===== src/rtl/seg_scan_ctrl_pkg.sv =====
// Shared types and constants for the seg_scan_ctrl 4-digit 7-segment scanner.
// The state encoding, load_data field layout and all-off constants live here.
package seg_scan_ctrl_pkg;

    typedef enum logic {
        ST_DRIVE = 1'b0,
        ST_GAP   = 1'b1
    } scan_state_e;

    localparam int LD_BLINK_BIT = 5;
    localparam int LD_BLANK_BIT = 4;
    localparam int LD_VALUE_LSB = 0;
    localparam int LD_VALUE_W   = 4;

    localparam logic [3:0] AN_OFF  = 4'hF;
    localparam logic [6:0] SEG_OFF = 7'h7F;

    typedef struct packed {
        logic       blink;
        logic       blank;
        logic [3:0] value;
    } slot_t;

    localparam slot_t SLOT_RESET = '{blink: 1'b0, blank: 1'b1, value: 4'h0};

    function automatic slot_t slot_from_data(input logic [5:0] data);
        slot_t s;
        s.blink = data[LD_BLINK_BIT];
        s.blank = data[LD_BLANK_BIT];
        s.value = data[LD_VALUE_LSB +: LD_VALUE_W];
        return s;
    endfunction

    // A slot is dark when blanked, or when it blinks and the blink phase is off.
    function automatic logic slot_hidden(input slot_t s, input logic blink_off);
        return s.blank | (s.blink & blink_off);
    endfunction

endpackage


===== src/rtl/seg_scan_ctrl_hex_decode.sv =====
// Combinational hex-to-7-segment decoder, active-low, bit6=a .. bit0=g.
module seg_hex_decode (
    input  logic [3:0] value_i,
    output logic [6:0] seg_n_o
);

    // Hex digit to segment pattern lookup
    always_comb begin
        seg_n_o = 7'h7F;
        case (value_i)
            4'h0:    seg_n_o = 7'h01;
            4'h1:    seg_n_o = 7'h4F;
            4'h2:    seg_n_o = 7'h12;
            4'h3:    seg_n_o = 7'h06;
            4'h4:    seg_n_o = 7'h4C;
            4'h5:    seg_n_o = 7'h24;
            4'h6:    seg_n_o = 7'h20;
            4'h7:    seg_n_o = 7'h0F;
            4'h8:    seg_n_o = 7'h00;
            4'h9:    seg_n_o = 7'h04;
            4'hA:    seg_n_o = 7'h08;
            4'hB:    seg_n_o = 7'h60;
            4'hC:    seg_n_o = 7'h31;
            4'hD:    seg_n_o = 7'h42;
            4'hE:    seg_n_o = 7'h30;
            4'hF:    seg_n_o = 7'h38;
            default: seg_n_o = 7'h7F;
        endcase
    end

endmodule


===== src/rtl/seg_scan_ctrl.sv =====
// 4-digit multiplexed 7-segment scan controller with frame-synchronous shadow load.
// Optional blink support is enabled by defining SEG_SCAN_BLINK_EN.
module seg_scan_ctrl
    import seg_scan_ctrl_pkg::*;
#(
    parameter int SCAN_DIV  = 50000,
    parameter int BLINK_DIV = 64
) (
    input  logic       clk,
    input  logic       rst,
    input  logic       load_valid,
    output logic       load_ready,
    input  logic [1:0] load_idx,
    input  logic [5:0] load_data,
    output logic       frame_tick,
    output logic [3:0] an_n,
    output logic [6:0] seg_n
);

    localparam logic [15:0] PRESC_LAST = 16'(SCAN_DIV - 1);

    scan_state_e state_q, state_d;
    logic [1:0]  idx_q, idx_d;
    logic [15:0] presc_q, presc_d;
    slot_t [3:0] shadow_q, shadow_d;
    slot_t [3:0] active_q, active_d;
    logic        tick_q, tick_d;
    logic        ready_q, ready_d;
    logic [3:0]  an_q, an_d;
    logic [6:0]  seg_q, seg_d;

    slot_t       cur_s;
    logic [6:0]  dec_seg_s;
    logic        blink_off_s;
    logic        commit_s;

    // The commit cycle is the registered GAP-of-digit-3 cycle, so it never
    // fires in the first post-reset GAP.
    assign commit_s = tick_q;
    assign cur_s    = active_q[idx_q];

    seg_hex_decode u_hex_decode (
        .value_i (cur_s.value),
        .seg_n_o (dec_seg_s)
    );

    // Scan FSM next-state and prescaler
    always_comb begin
        state_d = state_q;
        idx_d   = idx_q;
        presc_d = presc_q;
        case (state_q)
            ST_DRIVE: begin
                if (presc_q == PRESC_LAST) begin
                    state_d = ST_GAP;
                    presc_d = 16'd0;
                end else begin
                    presc_d = presc_q + 16'd1;
                end
            end
            ST_GAP: begin
                state_d = ST_DRIVE;
                idx_d   = idx_q + 2'd1;
                presc_d = 16'd0;
            end
            default: begin
                state_d = ST_GAP;
                idx_d   = 2'd3;
                presc_d = 16'd0;
            end
        endcase
        // Registered so that tick and the ready hold-off line up with the commit cycle
        tick_d  = (state_d == ST_GAP) && (idx_d == 2'd3);
        ready_d = ~tick_d;
    end

    // Shadow write and frame-synchronous commit
    always_comb begin
        shadow_d = shadow_q;
        if (load_valid && ready_q) begin
            shadow_d[load_idx] = slot_from_data(load_data);
        end else begin
            shadow_d[load_idx] = shadow_q[load_idx];
        end
        if (commit_s) begin
            active_d = shadow_q;
        end else begin
            active_d = active_q;
        end
    end

`ifdef SEG_SCAN_BLINK_EN
    localparam logic [7:0] BLINK_LAST = 8'(BLINK_DIV - 1);

    logic [7:0] fcnt_q, fcnt_d;
    logic       phase_q, phase_d;

    // Frame counter toggles the blink phase every BLINK_DIV frames
    always_comb begin
        fcnt_d  = fcnt_q;
        phase_d = phase_q;
        if (commit_s) begin
            if (fcnt_q == BLINK_LAST) begin
                fcnt_d  = 8'd0;
                phase_d = ~phase_q;
            end else begin
                fcnt_d = fcnt_q + 8'd1;
            end
        end else begin
            fcnt_d = fcnt_q;
        end
    end

    // Blink frame counter and phase registers
    always_ff @(posedge clk or posedge rst) begin
        if (rst) begin
            fcnt_q  <= 8'd0;
            phase_q <= 1'b0;
        end else begin
            fcnt_q  <= fcnt_d;
            phase_q <= phase_d;
        end
    end

    assign blink_off_s = phase_q;
`else
    assign blink_off_s = 1'b0;
`endif

    // Registered anode/segment drive derived from the current state and digit
    always_comb begin
        an_d  = AN_OFF;
        seg_d = SEG_OFF;
        if (state_q == ST_DRIVE) begin
            an_d = AN_OFF & ~(4'b0001 << idx_q);
            if (slot_hidden(cur_s, blink_off_s)) begin
                seg_d = SEG_OFF;
            end else begin
                seg_d = dec_seg_s;
            end
        end else begin
            an_d  = AN_OFF;
            seg_d = SEG_OFF;
        end
    end

    // State, slot and output registers
    always_ff @(posedge clk or posedge rst) begin
        if (rst) begin
            state_q  <= ST_GAP;
            idx_q    <= 2'd3;
            presc_q  <= 16'd0;
            shadow_q <= {4{SLOT_RESET}};
            active_q <= {4{SLOT_RESET}};
            tick_q   <= 1'b0;
            ready_q  <= 1'b0;
            an_q     <= AN_OFF;
            seg_q    <= SEG_OFF;
        end else begin
            state_q  <= state_d;
            idx_q    <= idx_d;
            presc_q  <= presc_d;
            shadow_q <= shadow_d;
            active_q <= active_d;
            tick_q   <= tick_d;
            ready_q  <= ready_d;
            an_q     <= an_d;
            seg_q    <= seg_d;
        end
    end

    assign load_ready = ready_q;
    assign frame_tick = tick_q;
    assign an_n       = an_q;
    assign seg_n      = seg_q;

endmodule


===== config.mk =====
export PLATFORM = sky130hd
export DESIGN_NAME = seg_scan_ctrl
export DESIGN_NICKNAME = d
export VERILOG_FILES = /design/src/rtl/seg_scan_ctrl_pkg.sv /design/src/rtl/seg_scan_ctrl_hex_decode.sv /design/src/rtl/seg_scan_ctrl.sv
export SDC_FILE = /design/constraint.sdc
export NUM_CORES = 1
export LEC_CHECK = 0
export BUFFER_PORTS_ARGS = -buffer_cell sky130_fd_sc_hd__buf_2
export CAP_MARGIN = 30
export CELL_PAD_IN_SITES_DETAIL_PLACEMENT = 2
export CELL_PAD_IN_SITES_GLOBAL_PLACEMENT = 2
export CORE_MARGIN = 4
export CORE_UTILIZATION = 30
export DETAILED_ROUTE_END_ITERATION = 12
export HOLD_SLACK_MARGIN = 0.08
export PLACE_DENSITY = 0.6
export SLEW_MARGIN = 20
export SYNTH_ARGS = -nofsm -noshare
export SYNTH_HDL_FRONTEND = slang
export SYNTH_HIERARCHICAL = 1
export SYNTH_SLANG_ARGS = --single-unit

===== constraint.sdc =====
create_clock -name clk -period 5.6 [get_ports clk]
set_input_delay 1.4 -clock clk [delete_from_list [all_inputs] [get_ports clk]]
set_output_delay 1.4 -clock clk [all_outputs]
set_load 0.02 [all_outputs]

==> summary.txt <==
Finish
  • Layout area overhead: 16.1%
  • Share of post-route cells with drive strength above 1: 0.433
  • Antenna fix cells: 0
  • Final nets: 296
  • Fill cell count: 1117
  • Fin cells: 417

Floorplan
  • DIE AREA: 13100 µm²
  • Top-Level Pins: 24
  • Core Area: 11000 µm²
  • Die Width: 114 µm
  • Row cnt: 38
  • Initial Util: 0.310
  • Die height: 114 µm

Route
  • Drt wl/cell: 16.9 µm
  • DRT iter0 DRCs: 68
  • DRC: 0
  • Antenna-violating nets left: 0
  • WL final: 7030 µm
  • DR pass1 iterations: 3
  • Drt via density: 4.85
  • Via count: 2024

STA
  • Tmin final: 2.98 ns
  • Fmax: 0.335 GHz
  • Setup Viol. Count Final: 0
  • Slew Viols, Final: 0
  • Actual slew at the worst max-slew pin: 0.915 ns
  • RSZ-0062 raised after global routing: false
  • Slew Limit Headroom: 0.390
  • Final Hold Fails: 0
  • Post-route clock period utilization: 0.533
  • Final worst clock skew: 0.00577 ns
  • Setup_tns: 0 ns

Clocking
  • Post-CTS Setup Repair Bufs: 0
  • CTS tree: yes
  • Number of hold buffers added after CTS: 0
  • Clock Pin Slew Worst Setup and Hold Paths: 0.06 ns
  • Clock Latency Late Sink: 0.33 ns
  • TritonCTS Buffers: 9
  • CTS Buffer Depth: 2
  • Post-CTS sizing: 0
  • Clock H-tree levels: 3
  • CTS sink count: 72
  • CTS Root Cell: clkbuf_16

Logic synthesis
  • Top-count cell post-synth: dfrtp_1
  • Top cell type's share of synthesized area: 0.368
  • Syn avg cell area: 13.7 µm²
  • Synth Flop Type: dfrtp_1
  • Post-Synth XOR/XNOR Area: 0.0360
  • Netlist cell types: 42
  • Area leader, netlist: dfrtp_1
  • Flops & latches, synth: 72
  • Synth Area in Simple Gates: 0.136
  • Synth Net Count: 272
  • Adder-Cell Fraction of Synth Area: 0.0478
  • Seq/Total Area, Yosys: 0.538
  • Post-synth top cells: 50 x dfrtp_1, 41 x mux2_2, 22 x dfstp_2
  • Multiplexer area fraction after synthesis: 0.192
  • Cell area after synthesis: 3400 µm²
  • Post-synth EDFFs: 0
  • Ys Warns: 6
  • Top cells by area, synth: dfrtp_1 37%, dfstp_2 17%, mux2_2 14%, ha_1 4.8%, mux4_1 3.1%
  • Post-Synthesis Cells: 248
  • Main combinational cell family by area after synthesis: multiplexers
  • Compound-Gate Fraction of Synth Area: 0.0177
  • Async S/R FF share, synth: 1.00

Worst setup path
  • CP peak stage delay: 0.94 ns
  • CP startpoint kind: flop
  • Crit-path leading delay family: flip-flops
  • Req. time, crit path: 4.20 ns
  • Reg2Reg Depth: 6
  • WP buf/inv: 1
  • WS Path Type: reg -> out
  • CP max-delay cell: dfrtp_1
  • Worst setup EP type: primary output
  • Crit path cell chain: buf_2
  • CP Max Fanout: 21
  • Worst path arrival time: 1.58 ns
  • Cell count along the critical path: 1

Global route
  • First-pass GRT wire length: 12100 µm
  • Initial antenna violation count: 0
  • Maximum number of pins on one net before global-route repair: 45
  • Total congestion overflow: 0
  • Vias in the first global route: 2272
  • Total track usage: 0.121

Pwr
  • Internal power: 970 µW
  • Clock Power Share: 0.502
  • Leakage: 1.78 nW
  • Switching Share: 0.211
  • Maximum vdd drop: 167 µV
  • Seq pwr share: 0.459
  • Net Switching: 259 µW
  • Cell Pwr Density: 311 nW/µm²
  • Part of the power in combinational logic: 0.039

Outcome
  • Run status: complete, no violations

Place
  • # port buffers: 22
  • Placed cell count: 400
  • Final GP Congestion: 0.720
  • DP HPWL: 4780 µm

Hold path
  • Hold Path Depth: 1
  • Hold Crit Class: reg -> reg

Flow run
  • Number of max-cap violations: 0
[registers in the layout (all words and copies together), names as in the netlist, 2 cells and up]
| signal | cells |
|---|---|
| an_n | 4 |
| presc_q | 16 |
| active_q | 20 |
| seg_n | 7 |
| idx_q | 2 |
| shadow_q | 20 |
[stage by stage]
stage	area (µm²)	utilization	power (mW)	worst slack, ns	hold WS, ns
after global routing	3950	0.360	1.29	2.49	0.518
after CTS	3930	0.358	1.26	2.53	0.505
after detailed placement	3610	0.329	0.624	2.76	0.490
after global placement	3610	0.329	0.619	2.80	0.480
final	3950	0.360	1.23	2.62	0.502
after floorplan	3400	-	0.604	2.41	0.469
[metal layers]
metal	up-vias	part of all wire	global-route usage	wire, µm
met5	-	0	0	0
met1	1072	0.45	0.154	3160
li1	918	-	-	-
met3	10	0.027	0.0370	193
met2	24	0.50	0.194	3550
met4	0	0.018	0.0451	127
[cell type report]
type,instances,area [µm²],share of cell area
clock buffers,10,229,0.0580
repair buffers,24,133,0.0336
flip-flops and latches,72,1830,0.463
multi-input cells,157,1460,0.369
clock inverters,6,92.6,0.0234
well taps,140,175,0.0444
inverters,8,31.3,0.00792
[placed cells by master, fill, tap and decap left out, drive strengths merged, types with 5 or more instances in the layout]
cell / Yosys / layout
inv: 8 / 8
or3: 7 / 7
xor2: 12 / 12
mux4: 6 / 6
mux2: 41 / 41
ha: 13 / 13
dfstp: 22 / 22
nand4: 8 / 8
dfrtp: 50 / 50
nor2: 23 / 23
buf: 7 / 24
nand2: 5 / 5
clkbuf: 4 / 10
[worst paths after layout]
check | slack [ns] | startpoint | endpoint
max | 2.62 | frame_tick$_DFF_PP0_ | frame_tick
min | 0.50 | shadow_q[21]$_DFFE_PP0N_ | shadow_q[21]$_DFFE_PP0N_
max reg2reg | 2.80 | idx_q[0]$_DFF_PP1_ | seg_n[3]$_DFF_PP1_
min reg2reg | 0.50 | shadow_q[21]$_DFFE_PP0N_ | shadow_q[21]$_DFFE_PP0N_
max in group asynchronous | 3.50 | rst | state_q$_DFF_PP1_
min in group asynchronous | 1.18 | rst | active_q[6]$_DFFE_PP0P_
[logic make-up after synthesis]
| family | Yosys count |
|---|---|
| fa+ha+maj | 13 |
| buf+inv | 19 |
| simple gates | 71 |
| flops | 72 |
| mux | 51 |
| compound gates | 8 |
| xor+xnor | 14 |
[power groups by stage]
stage          combinational [mW]  clock, mW  sequential, mW
6_report                   0.0481      0.616           0.564
5_1_grt                    0.0553      0.664           0.568
4_1_cts                    0.0504      0.641           0.565
3_5_place_dp               0.0500          0           0.574
3_3_place_gp               0.0476          0           0.572
2_1_floorplan              0.0356          0           0.569
No activity file was read; power rests on OpenSTA's default activity.
